<file path="config.mk">
export PLATFORM = sky130hd
export DESIGN_NAME = regfile_wb_arbiter
export DESIGN_NICKNAME = d
export VERILOG_FILES = /design/src/rtl/regfile_ctrl_pkg.sv /design/src/rtl/wb_fifo.sv /design/src/rtl/regfile_wb_arbiter.sv
export SDC_FILE = /design/constraint.sdc
export NUM_CORES = 1
export LEC_CHECK = 0
export CELL_PAD_IN_SITES_DETAIL_PLACEMENT = 0
export CELL_PAD_IN_SITES_GLOBAL_PLACEMENT = 1
export CORE_AREA = 2 2 152 154
export CTS_BUF_LIST = sky130_fd_sc_hd__clkbuf_8
export DETAILED_ROUTE_END_ITERATION = 10
export DIE_AREA = 0 0 154 156
export PLACE_DENSITY = 0.81
export SLEW_MARGIN = 10
export SYNTH_ARGS = -nofsm -noshare
export SYNTH_HDL_FRONTEND = slang
export SYNTH_SLANG_ARGS = --single-unit
</file>
<file path="constraint.sdc">
create_clock -name CK_REF -period 10.35 [get_ports CK_REF]
set_input_delay 2.5875 -clock CK_REF [delete_from_list [all_inputs] [get_ports CK_REF]]
set_output_delay 2.5875 -clock CK_REF [all_outputs]
set_load 0.01 [all_outputs]
</file>
<file path="src/rtl/regfile_ctrl_pkg.sv">
// Shared types and constants for the register-file writeback path.
//   XLEN / REG_ADDR_W : writeback word width and register address width
//   REG_X0            : hardwired-zero register address (writes to it are dropped)
//   wb_entry_t        : one buffered writeback {rd, data}
//   req_id_t          : requester identity (ALU = 0, load unit = 1)
package regfile_ctrl_pkg;
  localparam int XLEN       = 32;
  localparam int REG_ADDR_W = 5;
  localparam logic [REG_ADDR_W-1:0] REG_X0 = 5'd0;

  typedef struct packed {
    logic [REG_ADDR_W-1:0] rd;
    logic [XLEN-1:0]       data;
  } wb_entry_t;

  typedef enum logic {
    REQ_ALU  = 1'b0,
    REQ_LOAD = 1'b1
  } req_id_t;
endpackage

</file>
<file path="src/rtl/wb_fifo.sv">
// Small FIFO of writeback entries, one per requester.
//   clk, rst      : clock, async active-high reset
//   push, push_ent: enqueue (caller qualifies with !full)
//   pop           : dequeue head (caller qualifies with !empty)
//   head          : current head entry (valid when !empty)
//   full, empty   : occupancy flags, derived from registered state only
//   ent_vld, ents : per-slot valid bits and storage, for the busy scoreboard
module wb_fifo
  import regfile_ctrl_pkg::*;
#(
  parameter int DEPTH = 2
) (
  input  logic                  clk,
  input  logic                  rst,
  input  logic                  push,
  input  wb_entry_t             push_ent,
  input  logic                  pop,
  output wb_entry_t             head,
  output logic                  full,
  output logic                  empty,
  output logic [DEPTH-1:0]      ent_vld,
  output wb_entry_t [DEPTH-1:0] ents
);
  localparam int PTR_W = $clog2(DEPTH);
  localparam int CNT_W = PTR_W + 1;

  wb_entry_t [DEPTH-1:0] mem_q, mem_d;
  logic [DEPTH-1:0]      vld_q, vld_d;
  logic [PTR_W-1:0]      wr_ptr_q, wr_ptr_d, rd_ptr_q, rd_ptr_d;
  logic [CNT_W-1:0]      cnt_q, cnt_d;

  always_comb begin
    mem_d    = mem_q;
    vld_d    = vld_q;
    wr_ptr_d = wr_ptr_q;
    rd_ptr_d = rd_ptr_q;
    cnt_d    = cnt_q;
    // Push and pop never touch the same slot: push needs !full, pop needs !empty,
    // and with both true the write slot differs from the head slot.
    if (pop) begin
      vld_d[rd_ptr_q] = 1'b0;
      rd_ptr_d        = rd_ptr_q + 1'b1;
    end
    if (push) begin
      mem_d[wr_ptr_q] = push_ent;
      vld_d[wr_ptr_q] = 1'b1;
      wr_ptr_d        = wr_ptr_q + 1'b1;
    end
    if (push && !pop)      cnt_d = cnt_q + 1'b1;
    else if (pop && !push) cnt_d = cnt_q - 1'b1;
  end

  always_ff @(posedge clk or posedge rst) begin
    if (rst) begin
      mem_q    <= '0;
      vld_q    <= '0;
      wr_ptr_q <= '0;
      rd_ptr_q <= '0;
      cnt_q    <= '0;
    end else begin
      mem_q    <= mem_d;
      vld_q    <= vld_d;
      wr_ptr_q <= wr_ptr_d;
      rd_ptr_q <= rd_ptr_d;
      cnt_q    <= cnt_d;
    end
  end

  assign head    = mem_q[rd_ptr_q];
  assign full    = (cnt_q == CNT_W'(DEPTH));
  assign empty   = (cnt_q == '0);
  assign ent_vld = vld_q;
  assign ents    = mem_q;
endmodule

</file>
<file path="src/rtl/regfile_wb_arbiter.sv">
// Shares the register file's single write port between the ALU (REQ0) and the
// load unit (REQ1). Each requester is buffered in a wb_fifo; the two heads are
// round-robin arbitrated and the winner is popped into one output register that
// drives the register-file write controls. BUSY_MASK flags every destination
// register with a write still buffered or sitting in the output register.
// Ports:
//   CK_REF, RST                  : clock, async active-high reset
//   REQn_VALID/RD/DATA, REQn_READY : requester handshakes (READY = FIFO not full)
//   REG_RD_WRN, RD_REG_OFFSET, REG_DATA_IN : register-file write controls (0 = write)
//   BUSY_MASK                    : in-flight destination scoreboard, bit 0 always 0
// Optional feature macro WB_BYPASS_EN adds the RS1/RS2 forwarding ports, which
// return the write-port data when it targets the requested source register.
module regfile_wb_arbiter
  import regfile_ctrl_pkg::*;
#(
  parameter int FIFO_DEPTH = 2
) (
  input  logic                  CK_REF,
  input  logic                  RST,
  input  logic                  REQ0_VALID,
  input  logic [REG_ADDR_W-1:0] REQ0_RD,
  input  logic [XLEN-1:0]       REQ0_DATA,
  output logic                  REQ0_READY,
  input  logic                  REQ1_VALID,
  input  logic [REG_ADDR_W-1:0] REQ1_RD,
  input  logic [XLEN-1:0]       REQ1_DATA,
  output logic                  REQ1_READY,
  output logic                  REG_RD_WRN,
  output logic [REG_ADDR_W-1:0] RD_REG_OFFSET,
  output logic [XLEN-1:0]       REG_DATA_IN,
  output logic [31:0]           BUSY_MASK
`ifdef WB_BYPASS_EN
  ,
  input  logic [REG_ADDR_W-1:0] RS1_REG_OFFSET,
  input  logic [REG_ADDR_W-1:0] RS2_REG_OFFSET,
  input  logic [XLEN-1:0]       RS1_RF_DATA,
  input  logic [XLEN-1:0]       RS2_RF_DATA,
  output logic [XLEN-1:0]       RS1_FWD_DATA,
  output logic [XLEN-1:0]       RS2_FWD_DATA
`endif
);
  logic [1:0]                       req_vld, push, pop, full, empty;
  wb_entry_t [1:0]                  req_ent, head;
  logic [1:0][FIFO_DEPTH-1:0]       ent_vld;
  wb_entry_t [1:0][FIFO_DEPTH-1:0]  ents;

  assign req_vld = {REQ1_VALID, REQ0_VALID};
  assign req_ent = {{REQ1_RD, REQ1_DATA}, {REQ0_RD, REQ0_DATA}};

  for (genvar g = 0; g < 2; g++) begin : g_fifo
    assign push[g] = req_vld[g] & ~full[g];
    wb_fifo #(.DEPTH(FIFO_DEPTH)) u_fifo (
      .clk      (CK_REF),
      .rst      (RST),
      .push     (push[g]),
      .push_ent (req_ent[g]),
      .pop      (pop[g]),
      .head     (head[g]),
      .full     (full[g]),
      .empty    (empty[g]),
      .ent_vld  (ent_vld[g]),
      .ents     (ents[g])
    );
  end

  assign REQ0_READY = ~full[0];
  assign REQ1_READY = ~full[1];

  // Round-robin arbiter and output register.
  req_id_t               last_q, last_d;
  logic                  wr_en_q, wr_en_d;
  logic [REG_ADDR_W-1:0] off_q, off_d;
  logic [XLEN-1:0]       data_q, data_d;
  wb_entry_t             win;

  always_comb begin
    pop     = 2'b00;
    last_d  = last_q;
    wr_en_d = 1'b0;
    off_d   = off_q;
    data_d  = data_q;
    win     = head[0];
    // On a tie, the requester that did not win last time goes first.
    if (!empty[0] && (empty[1] || last_q == REQ_LOAD)) begin
      pop[0] = 1'b1;
      last_d = REQ_ALU;
      win    = head[0];
    end else if (!empty[1]) begin
      pop[1] = 1'b1;
      last_d = REQ_LOAD;
      win    = head[1];
    end
    if (pop != 2'b00) begin
      // x0 consumes the slot and updates offset/data, but never strobes a write.
      wr_en_d = (win.rd != REG_X0);
      off_d   = win.rd;
      data_d  = win.data;
    end
  end

  always_ff @(posedge CK_REF or posedge RST) begin
    if (RST) begin
      last_q  <= REQ_LOAD;
      wr_en_q <= 1'b0;
      off_q   <= '0;
      data_q  <= '0;
    end else begin
      last_q  <= last_d;
      wr_en_q <= wr_en_d;
      off_q   <= off_d;
      data_q  <= data_d;
    end
  end

  assign REG_RD_WRN    = ~wr_en_q;
  assign RD_REG_OFFSET = off_q;
  assign REG_DATA_IN   = data_q;

  // Scoreboard: built only from registered state, so no input-to-output path.
  always_comb begin
    BUSY_MASK = '0;
    for (int r = 0; r < 2; r++)
      for (int i = 0; i < FIFO_DEPTH; i++)
        if (ent_vld[r][i]) BUSY_MASK[ents[r][i].rd] = 1'b1;
    if (wr_en_q) BUSY_MASK[off_q] = 1'b1;
    BUSY_MASK[0] = 1'b0;
  end

`ifdef WB_BYPASS_EN
  assign RS1_FWD_DATA = (wr_en_q && RS1_REG_OFFSET != REG_X0 && RS1_REG_OFFSET == off_q)
                        ? data_q : RS1_RF_DATA;
  assign RS2_FWD_DATA = (wr_en_q && RS2_REG_OFFSET != REG_X0 && RS2_REG_OFFSET == off_q)
                        ? data_q : RS2_RF_DATA;
`endif
endmodule
</file>
After elaboration in Yosys (flattened, before gate mapping)
Cells that the tools add are included.

Add/subtract/negate cells: 8. Multiply operators: 0. Div/mod/pow operators: 0. $lt $le $gt $ge: 18. Eq/ne operators: 3. Shift-type cells: 0. Mux-type cells: 49. Bitwise logic cells: 15. Reduce and logical (&&, ||, !) cells: 26.

Operators with widths (count): 37-bit 2-to-1 mux (8); 32-bit 2-to-1 mux (5); 74-bit bitwise mux (2); 32-bit OR (4); 37-bit demux with 1-bit select (2); 5-bit by 6-bit less-than comparator with 1-bit output, second input constant (5); 1-bit demux with 5-bit select (5); 5-bit by 1-bit greater-or-equal comparator with 1-bit output, second input constant (5); 2-bit 2-to-1 mux (8); 1-bit 2-to-1 mux (15); 1-bit logical AND (14); 1-bit by 2-bit less-than comparator with 1-bit output, second input constant (4); 2-bit nonzero test (3); 1-bit logical NOT (5); 5-bit nonzero test (1); 1-bit adder, second input constant (4); 2-bit by 1-bit adder with 2-bit output, second input constant (2); 2-bit AND (2); 1-bit demux with 1-bit select (4); 2-bit equality test, second input constant (2); 1-bit greater-or-equal comparator, second input constant (4); 2-bit logical NOT (2); 2-bit NOT (2); 2-bit OR (2); other kinds (5) (9).

Bits in registers: 199. Latch bits: 0. Bits in writable memories: 0. Bits in read-only memories: 0. Logic and storage cells: 139. Memories kept: 0.

Logic depth before layout (Yosys ltp)
Word-level depth: 13. Depth in mapped cells: 9. Gate-level depth less buffers: 7.

Cells and area by module
A second synthesis with hierarchy kept.

Cell total of the unflattened synthesis: 883. Area, all modules: 10755.3 um^2.

By module, submodules not included: wb_fifo (instances 2, cells an instance 221, area each 3518.4 um^2, sequential area each 2001.9 um^2); regfile_wb_arbiter (instances 1, cells an instance 441, area each 3718.6 um^2, sequential area each 977.2 um^2).

Worst setup path after synthesis
No wires, ideal clock.

Path type: reg2out. Start point: register off_q[0] (netlist: RD_REG_OFFSET[0]). End point: output port BUSY_MASK[28]. Arrival: 1.360 ns. Data required time: 7.763 ns. Slack: 6.403 ns. Cell stages (with the launch flop): 6. Buffers on the path: 1. Path through: dfrtp_1 -> clkbuf_1 -> or3b_2 -> o22ai_1 -> nor2_1 -> o221ai_1.

Cells in the longest elaborated chain, start to end: 6.

RTL lines: start: declaration (RTL line regfile_wb_arbiter.sv:72) `logic [REG_ADDR_W-1:0] off_q, off_d;`; start signal: assignment (RTL line regfile_wb_arbiter.sv:105) `off_q <= '0;`; start signal: assignment (RTL line regfile_wb_arbiter.sv:110) `off_q <= off_d;`; 5-bit by 6-bit less-than comparator with 1-bit output (implied by the code) / 5-bit by 1-bit greater-or-equal comparator with 1-bit output (equally long branches) (RTL line regfile_wb_arbiter.sv:125) `if (wr_en_q) BUSY_MASK[off_q] = 1'b1;`; 1-bit logical AND (implied by the code) (RTL line regfile_wb_arbiter.sv:125); 1-bit 2-to-1 mux (implied by the code) (RTL line regfile_wb_arbiter.sv:125); 1-bit demux with 5-bit select * (RTL line regfile_wb_arbiter.sv:125); 32-bit OR (no line) *; 32-bit 2-to-1 mux * (RTL line regfile_wb_arbiter.sv:125); end: declaration (RTL line regfile_wb_arbiter.sv:31) `output logic [31:0] BUSY_MASK`.

Every way passes the cells marked *; elsewhere a longest branch is shown, timed or not.

Worst setup path after layout
Start point: register g_fifo[0].u_fifo.mem_q, in the netlist g_fifo[0].u_fifo.ents[32]. End point: output port BUSY_MASK[12].

Cells in the longest elaborated chain, start to end: 13.

RTL lines: start: declaration (RTL line wb_fifo.sv:27) `wb_entry_t [DEPTH-1:0] mem_q, mem_d;`; start signal: assignment (RTL line wb_fifo.sv:61) `mem_q <= mem_d;`; 5-bit by 6-bit less-than comparator with 1-bit output (implied by the code) / 5-bit by 1-bit greater-or-equal comparator with 1-bit output (equally long branches) (RTL line regfile_wb_arbiter.sv:124) `if (ent_vld[r][i]) BUSY_MASK[ents[r][i].rd] = 1'b1;`; 1-bit logical AND (implied by the code) (RTL line regfile_wb_arbiter.sv:124); 1-bit 2-to-1 mux (implied by the code) (RTL line regfile_wb_arbiter.sv:124); 1-bit demux with 5-bit select * (RTL line regfile_wb_arbiter.sv:124); 32-bit 2-to-1 mux * (RTL line regfile_wb_arbiter.sv:124); 32-bit OR (no line); 32-bit 2-to-1 mux * (RTL line regfile_wb_arbiter.sv:124); 32-bit OR (no line); 32-bit 2-to-1 mux * (RTL line regfile_wb_arbiter.sv:124); 32-bit OR (no line); 32-bit 2-to-1 mux * (RTL line regfile_wb_arbiter.sv:124); 32-bit OR (no line); 32-bit 2-to-1 mux * (RTL line regfile_wb_arbiter.sv:125).

Marks and branches as above.

==> flow_summary.yaml <==
outcome:
  status: "complete, no violations"
synth:
  postSynthAreaPerCell_sq_um: 11.7
  synth_top_family_by_area: "multiplexers"
  synth_xor_area_share_pct: 0.799
  syn_area_sq_um: 9860
  ys_top_cells_by_area: "dfrtp_1 50%, mux2_2 14%, mux2i_1 3.9%"
  synthDistinctLibCells: 49
  yosys_warnings: 0
  yosys.area.top_type: "dfrtp_1"
  netlist.area_leader.share_pct: 50.2
  seq_area_frac_synth_pct: 50.5
  synthSimpleGateAreaFrac_pct: 11.8
  syn_nets: 920
  synthArstFlopShare_pct: 100
  ys_ff_latch: 199
  synth_mux_area_share_pct: 22.0
  synth_compound_area_share_pct: 11.0
  synthFlopType: "dfrtp_1"
  synth_edf_count: 0
  synth_most_common_cell: "dfrtp_1"
  synth_fa_ha_area_share_pct: 0.254
  synth_commonest_cells: "198 x dfrtp_1, 120 x mux2_2, 60 x nand2_1"
  synthCells: 840
die:
  start_util_pct: 44.1
  rows: 55
  placeableCoreArea_sq_um: 22400
  fp.dieW_microns: 154
  fp.dieH_microns: 156
  io_pins: 150
  die_area_sq_um: 24000
sta:
  worst_slew_pin_slew_ns: 0.954
  fin_crit_sh_pct: 49.0
  hold_violations: 0
  rsz0062_at_grt: "no"
  finClkSkew_ns: 0.0167
  slew_violations: 0
  relSlewSlack_pct: 36.4
  finalSetupTns_ns: 0
  setup_violations: 0
  timing.fmax_ghz: 0.197
  fin_crit_ns: 5.07
placement:
  postPlaceCellArea_sq_um: 11500
  routabilityCongestion: 0.870
  port_buffers: 148
  dp_hpwl_mm: 17.8
  dp.cells: 1221
drt:
  vias: 7202
  ant_nets: 0
  wire_per_inst_microns: 20.7
  drc: 0
  dr.first_iter.drc_count: 504
  firstDrtPassIters: 5
  via_per_inst: 5.75
  drt-total-wl_mm: 25.9
critical_path:
  reg2reg_to: "g_fifo[0].u_fifo.ents[36]$_DFFE_PP0P_"
  worstPathCellList: "or3b_2, o22ai_1, nor2_1, o221ai_1, clkdlybuf4s50_1"
  crit_buf_inv: 1
  r2r-start: "g_fifo[0].u_fifo.cnt_q[0]$_DFFE_PP0P_"
  cp_slowest_stage_delay_ns: 0.59
  regToRegSetupSlack_ns: 7.91
  cp-start-kind: "register"
  ff2ff_path_depth: 5
  crit_fanout: 10
  critPathCaptureType: "output port"
  crit_type: "register to output port"
  crit_slowest_cell: "clkdlybuf4s50_1"
  critPathRequiredTime_ns: 7.76
  critPathTopFamily: "simple AND/OR/NAND/NOR gates"
  arrival_ns: 2.49
clock_tree:
  numCtsBuffers: 17
  cts_tree: "yes"
  clock_path_buffers: 2
  cts-htree-levels: 4
  cts_sinks: 199
  post-cts-setup-buffer-count: 0
  cts_resized: 0
  clk_latency_ns: 0.47
  root_buffer: "clkbuf_8"
  cts.clk_slew.worst_paths_ns: 0.10
  holdBufCountCts: 0
cells_and_area:
  design_area_sq_um: 11800
  drive_above_1_share_pct: 21.0
  fin_nets: 1035
  diodes: 0
  area_growth_pct: 20.0
  finalNonFillerCells: 1252
global_route:
  grt_pass1_vias: 7262
  grt_first_pass_wirelength_mm: 40.9
  overflow: 0
  grt_max_degree: 133
  antenna_found_initial: 0
  grt_use_total_pct: 21.9
min_path:
  hp-start: "g_fifo[1].u_fifo.ents[18]$_DFFE_PP0P_"
  hold_class: "register to register"
  hold-path-endpoint: "g_fifo[1].u_fifo.ents[18]$_DFFE_PP0P_"
  whs_path_depth: 1
power_and_ir_drop:
  leakage_nw: 4.79
  vdd_drop_max_mv: 0.181
  power_density_nw_per_um2: 334
run:
  maxCapViolCount: 0
[where the power goes]
group          switching (mW)  internal (mW)  leakage [nW]
clock network           0.283          0.178         0.169
registers               0.408           1.19          2.35
logic                   0.883           1.01          2.27
[how the worst max path moves through the flow]
stage / startpoint / endpoint / slack [ns] / depth (start not counted)
after global routing: g_fifo[1].u_fifo.ents[36]$_DFFE_PP0P_ / BUSY_MASK[17] / 5.17 / 4
final: g_fifo[0].u_fifo.ents[32]$_DFFE_PP0P_ / BUSY_MASK[12] / 5.28 / 5
after CTS: g_fifo[0].u_fifo.ents[32]$_DFFE_PP0P_ / BUSY_MASK[20] / 5.27 / 5
after global placement: REQ0_VALID / g_fifo[0].u_fifo.ents[36]$_DFFE_PP0P_ / 5.64 / 5
after floorplan: RST / RD_REG_OFFSET[0]$_DFFE_PP0P_ / 2.34 / 1
after detailed placement: REQ0_VALID / g_fifo[0].u_fifo.ents[36]$_DFFE_PP0P_ / 5.60 / 5
[sequential cells by signal, indices dropped and copies added (netlist names)]
register	count
RD_REG_OFFSET	5
REG_DATA_IN	32
g_fifo.u_fifo.cnt_q	4
g_fifo.u_fifo.ent_vld	4
g_fifo.u_fifo.ents	148
g_fifo.u_fifo.rd_ptr_q	2
g_fifo.u_fifo.wr_ptr_q	2
last_q	1
wr_en_q	1
[logic make-up (layout without fill, tap and decap cells)]
family	count (synthesis)	after routing
xor+xnor	9	9
fa+ha+maj	2	2
mux	191	191
other cells	1	1
buf+inv	68	195
compound gates	151	151
flops	199	199
simple gates	219	219
[cell type report]
cell class                 instances  area (sq um)
timing repair buffer             157          1550
clock buffer                      18           248
multi-input combinational        573          4550
tap                              285           357
inverter                           7          33.8
sequential                       199          4980
fill                            1985         10500
clock inverter                    13           113
[metal layers]
layer | up-vias | global-route usage, % | wire length (microns)
met5 | - | 0 | 0
met2 | 284 | 36.2 | 12400
met3 | 29 | 5.31 | 1810
met1 | 3570 | 28.8 | 11400
li1 | 3319 | - | -
met4 | 0 | 6.23 | 339
[metrics by stage]
stage | hold slack [ns] | power, mW | worst slack (ns) | utilization (%)
after CTS | 0.499 | 3.97 | 5.27 | 52.9
after global placement | 0.467 | 3.46 | 5.64 | 51.3
final | 0.496 | 3.95 | 5.28 | 52.9
after detailed placement | 0.474 | 3.51 | 5.60 | 51.3
after global routing | 0.523 | 4.21 | 5.17 | 52.9
after floorplan | 0.457 | 2.81 | 2.34 | -
[placed cells by master (no fill, tap or decap), drive strengths merged, types with 2 or more instances in the layout]
cell type / synthesis / routed
a21o: 2 / 2
a21oi: 9 / 9
a221o: 29 / 29
a22oi: 30 / 30
a2bb2oi: 2 / 2
and3: 4 / 4
and3b: 2 / 2
buf: 35 / 9
clkbuf: 26 / 18
clkdlybuf4s50: 0 / 148
clkinv: 0 / 2
clkinvlp: 0 / 5
dfrtp: 198 / 198
ha: 2 / 2
inv: 7 / 13
mux2: 153 / 153
mux2i: 38 / 38
nand2: 62 / 62
nand2b: 2 / 2
nand3: 29 / 29
nand3b: 23 / 23
nor2: 53 / 53
nor3: 14 / 14
nor3b: 18 / 18
nor4: 2 / 2
o21ai: 43 / 43
o221ai: 16 / 16
o22ai: 16 / 16
or2: 4 / 4
or3b: 5 / 5
xnor2: 5 / 5
xor2: 4 / 4
Power figures use the tool's default switching activity.
